[src/rtl/sccpu_pkg.sv]
// Shared types and constants for the single-cycle CPU instruction front end.
package sccpu_pkg;

    typedef enum logic [1:0] {
        CLEAR = 2'd0,
        LOAD  = 2'd1,
        RUN   = 2'd2
    } imem_ld_state_t;

    localparam logic [31:0] SCCPU_NOP = 32'h0000_0000;

endpackage

[src/rtl/sccpu_imem_ram.sv]
// DEPTH x 32 instruction storage: synchronous write, asynchronous read.
module sccpu_imem_ram #(
    parameter int DEPTH  = 64,
    parameter int ADDR_W = $clog2(DEPTH)
) (
    input  logic              clk,
    input  logic              we,
    input  logic [ADDR_W-1:0] waddr,
    input  logic [31:0]       wdata,
    input  logic [ADDR_W-1:0] raddr,
    output logic [31:0]       rdata
);

    logic [31:0] mem [DEPTH];

    always_ff @(posedge clk) begin
        if (we) mem[waddr] <= wdata;
    end

    assign rdata = mem[raddr];

endmodule

[src/rtl/sccpu_imem_loader.sv]
// Clears the instruction RAM, loads a little-endian byte stream into it,
// then releases the CPU and serves inst combinationally from pc.
module sccpu_imem_loader
    import sccpu_pkg::*;
#(
    parameter int DEPTH  = 64,
    parameter int ADDR_W = $clog2(DEPTH)
) (
    input  logic              clk,
    input  logic              clrn,
    input  logic              ld_valid,
    input  logic [7:0]        ld_byte,
    input  logic              ld_last,
    output logic              ld_ready,
    input  logic [31:0]       pc,
    output logic [31:0]       inst,
    output logic              cpu_clrn,
    output logic              load_done,
    output logic [ADDR_W:0]   load_words,
    output logic              err_overflow
);

    localparam logic [ADDR_W:0]   FULL_ADDR = (ADDR_W+1)'(DEPTH);
    localparam logic [ADDR_W-1:0] LAST_IDX  = ADDR_W'(DEPTH - 1);

    imem_ld_state_t    state_q, state_d;
    logic [ADDR_W-1:0] clr_idx_q, clr_idx_d;
    logic [ADDR_W:0]   word_addr_q, word_addr_d;
    logic [1:0]        lane_q, lane_d;
    logic [23:0]       shreg_q, shreg_d;
    logic              err_q, err_d;

    logic              ram_we;
    logic [ADDR_W-1:0] ram_waddr;
    logic [31:0]       ram_wdata;
    logic [31:0]       ram_rdata;
    logic [31:0]       asm_word;

    always_ff @(posedge clk or negedge clrn) begin
        if (!clrn) begin
            state_q     <= CLEAR;
            clr_idx_q   <= '0;
            word_addr_q <= '0;
            lane_q      <= '0;
            shreg_q     <= '0;
            err_q       <= 1'b0;
        end else begin
            state_q     <= state_d;
            clr_idx_q   <= clr_idx_d;
            word_addr_q <= word_addr_d;
            lane_q      <= lane_d;
            shreg_q     <= shreg_d;
            err_q       <= err_d;
        end
    end

    always_comb begin
        state_d     = state_q;
        clr_idx_d   = clr_idx_q;
        word_addr_d = word_addr_q;
        lane_d      = lane_q;
        shreg_d     = shreg_q;
        err_d       = err_q;
        ram_we      = 1'b0;
        ram_waddr   = clr_idx_q;
        ram_wdata   = SCCPU_NOP;
        // Unfilled upper lanes of shreg are always 0, so this is also the padded partial word.
        asm_word    = {8'h00, shreg_q};
        asm_word[{lane_q, 3'b000} +: 8] = ld_byte;

        case (state_q)
            CLEAR: begin
                ram_we    = 1'b1;
                ram_waddr = clr_idx_q;
                ram_wdata = SCCPU_NOP;
                clr_idx_d = clr_idx_q + 1'b1;
                if (clr_idx_q == LAST_IDX) state_d = LOAD;
            end
            LOAD: begin
                if (ld_valid) begin
                    if (word_addr_q == FULL_ADDR) begin
                        err_d = 1'b1;
                    end else if (lane_q == 2'd3 || ld_last) begin
                        ram_we      = 1'b1;
                        ram_waddr   = word_addr_q[ADDR_W-1:0];
                        ram_wdata   = asm_word;
                        word_addr_d = word_addr_q + 1'b1;
                        lane_d      = '0;
                        shreg_d     = '0;
                    end else begin
                        lane_d  = lane_q + 1'b1;
                        shreg_d = asm_word[23:0];
                    end
                    if (ld_last) state_d = RUN;
                end
            end
            RUN: ;
            default: state_d = CLEAR;
        endcase
    end

    sccpu_imem_ram #(.DEPTH(DEPTH), .ADDR_W(ADDR_W)) u_ram (
        .clk   (clk),
        .we    (ram_we),
        .waddr (ram_waddr),
        .wdata (ram_wdata),
        .raddr (pc[ADDR_W+1:2]),
        .rdata (ram_rdata)
    );

    logic pc_unused;
    assign pc_unused = ^pc[1:0];

    assign ld_ready     = (state_q == LOAD);
    assign cpu_clrn     = (state_q == RUN);
    assign load_done    = (state_q == RUN);
    assign load_words   = word_addr_q;
    assign err_overflow = err_q;
    assign inst         = (state_q == RUN && pc[31:ADDR_W+2] == '0) ? ram_rdata : SCCPU_NOP;

endmodule

[config.mk]
export PLATFORM = sky130hd
export DESIGN_NAME = sccpu_imem_loader
export DESIGN_NICKNAME = d
export VERILOG_FILES = /design/src/rtl/sccpu_pkg.sv /design/src/rtl/sccpu_imem_ram.sv /design/src/rtl/sccpu_imem_loader.sv
export SDC_FILE = /design/constraint.sdc
export NUM_CORES = 2
export LEC_CHECK = 0
export CORE_MARGIN = 1.5
export CORE_UTILIZATION = 52
export DETAILED_ROUTE_END_ITERATION = 16
export GPL_TIMING_DRIVEN = 0
export PLACE_DENSITY = 0.68
export SLEW_MARGIN = 20
export SYNTH_ARGS = -nofsm -noshare
export SYNTH_HDL_FRONTEND = slang
export SYNTH_HIERARCHICAL = 1
export SYNTH_SLANG_ARGS = --single-unit
[constraint.sdc]
create_clock -name clk -period 8.7 [get_ports clk]
set_clock_uncertainty 0.15 [all_clocks]
set_input_delay 1.74 -clock clk [delete_from_list [all_inputs] [get_ports clk]]
set_output_delay 1.74 -clock clk [all_outputs]
set_load 0.01 [all_outputs]
## Word level (Yosys, flattened, before mapping)

Memories as Yosys holds them, arrays and structs flattened.
Cells that the tools add are included.

- Mux-type cells: 22
- Reductions and logical operators: 8
- Eq/ne operators: 8
- Shift operators: 2
- Add/sub/neg operators: 4
- Bitwise gates (word level): 2

Operators with widths:

| operator | count |
|---|---|
| 2-to-1 mux 32 bit | 5 |
| bitwise mux 32 bit | 1 |
| variable shift 8 x 7 -> 32 bit, first input constant | 1 |
| variable part select 8 x 7 -> 32 bit | 1 |
| logical NOT 24 bit | 1 |
| 2-to-1 mux 24 bit | 1 |
| 2-to-1 mux 6 bit | 4 |
| 2-to-1 mux 2 bit | 4 |
| AND reduction 4 bit | 2 |
| adder 7 x 1 -> 7 bit, second input constant | 1 |
| equality test 7 bit, second input constant | 1 |
| negator 5 -> 7 bit | 1 |
| adder 6 x 1 -> 6 bit, second input constant | 1 |
| equality test 6 bit, second input constant | 1 |
| != test 2 bit, second input constant | 3 |
| case mux 2 bit (3 select lines) | 1 |
| AND reduction 3 bit | 2 |
| 2-to-1 mux 1 bit | 5 |
| equality test 2 bit, second input constant | 2 |
| adder 2 x 1 -> 2 bit, second input constant | 1 |
| equality test 2 x 1 -> 1 bit, second input constant | 1 |
| logical NOT 2 bit | 1 |
| inverter 1 bit | 2 |
| case mux 1 bit (2 select lines) | 1 |
| 2 further kinds | 2 |

- Logic and storage cells: 53
- Bits in writable memories: 2,048
- Input port bits: 44
- Register bits after elaboration: 42
- Output and inout port bits: 43
- Memories: 1

Memory list:

| memory | words | width | read ports | clocked after Yosys merged registers in | write ports | line | text |
|---|---|---|---|---|---|---|---|
| u_ram.mem | 64 | 32 | 1 | 0 | 1 | sccpu_imem_ram.sv:14 | `logic [31:0] mem [DEPTH];` |

## Longest topological paths before layout

- Word-level depth: 8
- Mapped depth: 12
- Mapped depth without buffers: 8

## By module

The synthesis kept the hierarchy.

By module, submodules not included:

| module | area an instance (µm²) | cells each | times used | seq. area each (µm²) |
|---|---|---|---|---|
| sccpu_imem_ram | 77,874.7 | 3,292 | 1 | 61,499.0 |
| sccpu_imem_loader | 2,827.7 | 325 | 1 | 1,051.0 |

## Worst setup path after synthesis

OpenSTA, ideal clock, no wires.

- Kind: in2reg
- From: in ld_last
- To: mem u_ram.mem[48][0], enable pin
- Path buffers: 3
- Arrival time: 5.549 ns
- Library setup time: 0.461 ns
- Slack: 2.540 ns
- Required time: 8.089 ns
- Stages: 9
- Cell sequence: clkbuf_1 or2_2 o211ai_4 buf_6 mux2_4 clkbuf_1 nor2b_1 nand4b_1 nor3_1

- Elaborated cells between the ends (all ways): 11
- Classes of those cells: mux: 10; reduce/logical: 1

RTL lines:

| what | line | text |
|---|---|---|
| start: declaration | sccpu_imem_loader.sv:13 | `input logic ld_last,` |
| logical OR 1 bit | sccpu_imem_loader.sv:83 | `end else if (lane_q == 2'd3 \|\| ld_last) begin` |
| 2-to-1 mux 6 bit | sccpu_imem_loader.sv:83 |  |
| 2-to-1 mux 6 bit | sccpu_imem_loader.sv:81 | `if (word_addr_q == FULL_ADDR) begin` |
| 2-to-1 mux 6 bit | sccpu_imem_loader.sv:80 | `if (ld_valid) begin` |
| 2-to-1 mux 6 bit | sccpu_imem_loader.sv:71 | `case (state_q)` |
| named net ram_waddr[3] | sccpu_imem_loader.sv:34 | `logic [ADDR_W-1:0] ram_waddr;` |
| end: declaration | sccpu_imem_ram.sv:14 |  |

The timed path passes the listed nets, and every way through them passes these cells.

## Final worst setup path

- From: in pc[3]
- To: out inst[10]

- Longest elaborated chain between the ends: 2

Ends and longest elaborated chain:

| what | line | text |
|---|---|---|
| start: declaration | sccpu_imem_loader.sv:15 | `input logic [31:0] pc,` |
| memory (64 x 32 bit) | n/a |  |
| named net ram_rdata[10] | sccpu_imem_loader.sv:36 | `logic [31:0] ram_rdata;` |
| 2-to-1 mux 32 bit | sccpu_imem_loader.sv:119 | `assign inst = (state_q == RUN && pc[31:ADDR_W+2] == '0) ? ram_rdata : SCCPU_NOP;` |
| end: declaration | sccpu_imem_loader.sv:16 | `output logic [31:0] inst,` |

The timed path passes the listed nets, and every way through them passes these cells.

==> impl_summary.log <==
[metrics] Resized Gates After CTS: 1
[metrics] proportion of register bits with asynchronous set or reset after synthesis: 2.010%
[metrics] worst relative slew slack: 18.04%
[metrics] initial standard-cell utilization of the core: 52.39%
[metrics] pin slew with the least headroom to its limit: 1.222 ns
[metrics] setup repair after global routing missed its margin: no
[metrics] number of synthesis warnings: 6
[metrics] CORE AREA: 0.1540 mm^2
[metrics] R2R Setup Slk: 3.66 ns
[metrics] Tcrit/Tclk final: 101.2%
[metrics] failing checks: negative setup slack
[metrics] I/O pins: 87
[metrics] violation count after the first detailed-routing iteration: 6850
[metrics] dpl hpwl: 167300 um
[metrics] Hold/Removal Path Class: register to register
[metrics] element type at the critical path start: primary input
[metrics] syn_area_per_cell: 22.31 um^2
[metrics] Cell Area, Synth: 0.08070 mm^2
[metrics] top library cells by usage in the layout, fill and taps aside: 2048 x sky130_fd_sc_hd__edfxtp_1, 544 x sky130_fd_sc_hd__mux4_2, 199 x sky130_fd_sc_hd__clkbuf_16
[metrics] global-route wire length before repair: 335700 um
[metrics] count of buffers from port buffering: 80
[metrics] PwrDens: 207.8 mW/mm^2
[metrics] max-cap violation count: 0
[metrics] sequential cell area fraction in the yosys report: 77.51%
[metrics] Yosys cell types: 64
[metrics] Die W: 397.0 um
[metrics] NumNets Final: 4134
[metrics] Data required, critical path: 6.81 ns
[metrics] site row count: 144
[metrics] count of endpoints failing setup in the final report: 3
[metrics] core utilization of the finished layout: 61.73%
[metrics] Num CTS Buffers: 198
[metrics] routed len/inst: 39.20 um
[metrics] final design instance area without fill: 0.09509 mm^2
[metrics] Die Outline Area: 0.1576 mm^2
[metrics] total overflow reported by the global router: 0
[metrics] remaining antenna violation count: 0
[metrics] worst reg2reg path endpoint: u_ram/mem[39][8]
[metrics] fraction of final layout cells sized beyond drive strength 1: 28.84%
[metrics] clock network latency to the later pin of the worst-skew pair: 0.83 ns
[metrics] # hold bufs at CTS: 0
[metrics] layout overhead on the synthesized area: 17.83%
[metrics] pin count of the biggest net entering global routing: 65
[metrics] length in cells of the worst reg-to-reg path: 10
[metrics] synthesized instance count: 3617
[metrics] worst reg2reg startpoint: load_words[0]
[metrics] initial antenna violation count: 4
[metrics] Hold Path Origin: err_overflow
[metrics] Via density: 6.847
[metrics] Post-Synthesis Net Count: 3669
[metrics] worst path setup slack after routing: -0.1063 ns
[metrics] clock slew at reported path FFs: 0.06 ns
[metrics] overall routed net length: 246700 um
[metrics] VDD IR max: 0.0001903 V
[metrics] buffer depth of the longest clock path: 3
[metrics] postcts setup bufs: 0
[metrics] number of flops mapped to enable cells by yosys: 2048
[metrics] H-tree lvl count: 4
[metrics] prevailing post-synth register cell: sky130_fd_sc_hd__edfxtp_1
[metrics] last weighted congestion value of the routability-driven placer: 0.8907
[metrics] type of the setup path with the least slack: primary input to primary output
[metrics] floorplan die height: 397.0 um
[metrics] Max Fanout on Critical Path: 10
[metrics] DP Area: 0.08888 mm^2
[metrics] flops & latches, synth: 2090
[metrics] Sinks on Clock Net: 2090
[metrics] Setup Total Neg Slack: -0.1910 ns
[metrics] CTS tree: built
[metrics] number of vias in the routed layout: 43100
[metrics] setup slack at placement: -0.01927 ns
[metrics] number of fill cells in the layout: 10170
[metrics] cell at the root of the clock tree: sky130_fd_sc_hd__clkbuf_16
[metrics] combined area of the multi-input logic cells: 0.01770 mm^2
[metrics] critical path endpoint category: primary output
[metrics] number of global-route vias before repair: 41820
[metrics] register area: 0.06255 mm^2
[metrics] minimum clock period: 8.806 ns
[metrics] hold path endpoint: err_overflow
[metrics] overall track demand over capacity in global routing: 31.59%
[metrics] number of DRC violations after detailed routing: 0
[metrics] most common cell after layout, fill and taps aside: sky130_fd_sc_hd__edfxtp_1
[metrics] upper clock frequency limit: 113.6 MHz
[metrics] final-report max-slew violation count: 0
[metrics] endpoints failing hold: 0
[metrics] number of search-and-repair iterations in the first detailed-routing pass: 5
[metrics] run status: finished with violations
[metrics] leakage dissipation: 24.86 nW
[metrics] critical path arrival: 6.92 ns
[metrics] number of cells on the worst hold path: 1
[worst max path at each step]
stage                   from           endpoint  slack (ns)
global route           pc[3]           inst[10]        0.07
floorplan            ld_last   u_ram/mem[48][0]        2.54
CTS                    pc[3]           inst[16]        0.06
detailed placement     pc[5]            inst[5]       -0.02
finish                 pc[3]           inst[10]       -0.11
global placement    ld_valid  u_ram/mem[48][22]       -2.43
[metal layers]
metal	track usage (%)	up-vias	wire [um]
li1	-	16280	-
met5	0	-	28
met2	47.40	3400	113000
met3	7.081	612	31780
met1	43.67	22800	86680
met4	17.07	6	15220
[synth_stat cells (all sizes together), types with 5 or more instances]
cell | number | area, um^2
nor3 | 45 | 225.2
o22ai | 92 | 575.6
o221ai | 27 | 236.5
mux2i | 95 | 950.9
a22oi | 12 | 90.09
buf | 111 | 630.6
ha | 8 | 100.1
nand2b | 16 | 100.1
mux2 | 8 | 97.59
dfrtp | 42 | 1051
xor2 | 7 | 61.31
nand3b | 6 | 45.04
clkbuf | 89 | 354.1
nor2 | 155 | 581.8
nor2b | 34 | 212.7
a21oi | 88 | 440.4
nor4 | 6 | 37.54
nand2 | 39 | 146.4
and3 | 5 | 31.28
a32o | 9 | 90.09
and2 | 10 | 62.56
or3b | 5 | 43.80
mux4 | 544 | 12250
inv | 45 | 168.9
a22o | 8 | 70.07
edfxtp | 2048 | 61500
nand3 | 8 | 40.04
a311oi | 8 | 70.07
[report_power, final]
part / switching [mW] / leakage [nW] / internal [mW]
clock: 3.76 / 3.02 / 4.60
combinational: 0.356 / 7.06 / 0.171
sequential: 0 / 14.8 / 10.9
[logic make-up after synthesis]
logic type / count (synthesis) / synth area share, %
buffers and inverters: 245 / 1.429
adders and majority gates: 8 / 0.1240
DFF: 2090 / 77.51
xor gates and xnor gates: 11 / 0.1194
muxes: 647 / 16.48
and+or+nand+nor: 351 / 2.132
AOI/OAI and AO/OA: 265 / 2.208
[registers in the layout, indices dropped and copies added, names as in the netlist]
| signal | count |
|---|---|
| load_words | 7 |
| state_q | 2 |
| clr_idx_q | 6 |
| u_ram/mem | 2048 |
| err_overflow | 1 |
| shreg_q | 24 |
| lane_q | 2 |
[worst max-delay path, stage by stage]
cell and delay [ns]:
sky130_fd_sc_hd__buf_2 0.42, sky130_fd_sc_hd__buf_2 0.56, sky130_fd_sc_hd__buf_2 0.46, sky130_fd_sc_hd__clkbuf_1 0.55
sky130_fd_sc_hd__buf_2 0.58, sky130_fd_sc_hd__mux2i_1 0.16, sky130_fd_sc_hd__a21oi_1 0.82, sky130_fd_sc_hd__a21oi_1 0.08
sky130_fd_sc_hd__nor2_1 0.12, sky130_fd_sc_hd__inv_1 0.05, sky130_fd_sc_hd__nor3_1 0.65, sky130_fd_sc_hd__clkdlybuf4s50_1 0.67
[metrics by stage]
step           cells  hold WS (ns)  power [mW]
6_report        6294        0.3255       19.76
5_1_grt         6291        0.3478       20.18
4_1_cts         6291        0.3315       19.81
3_5_place_dp    5926        0.3148       11.62
3_3_place_gp    5741        0.3078       11.61
2_1_floorplan   3617        0.3082       11.38
[final cells by class]
class	instances	area share [%]
Antenna cell	3	0.007895
Buffer	200	1.054
Clock buffer	242	5.406
Clock inverter	123	1.118
Inverter	45	0.1776
Multi-Input combinational cell	1282	18.61
Sequential cell	2090	65.78
Tap cell	2044	2.689
Timing Repair Buffer	265	5.155
No activity file was read; power rests on OpenSTA's default activity.
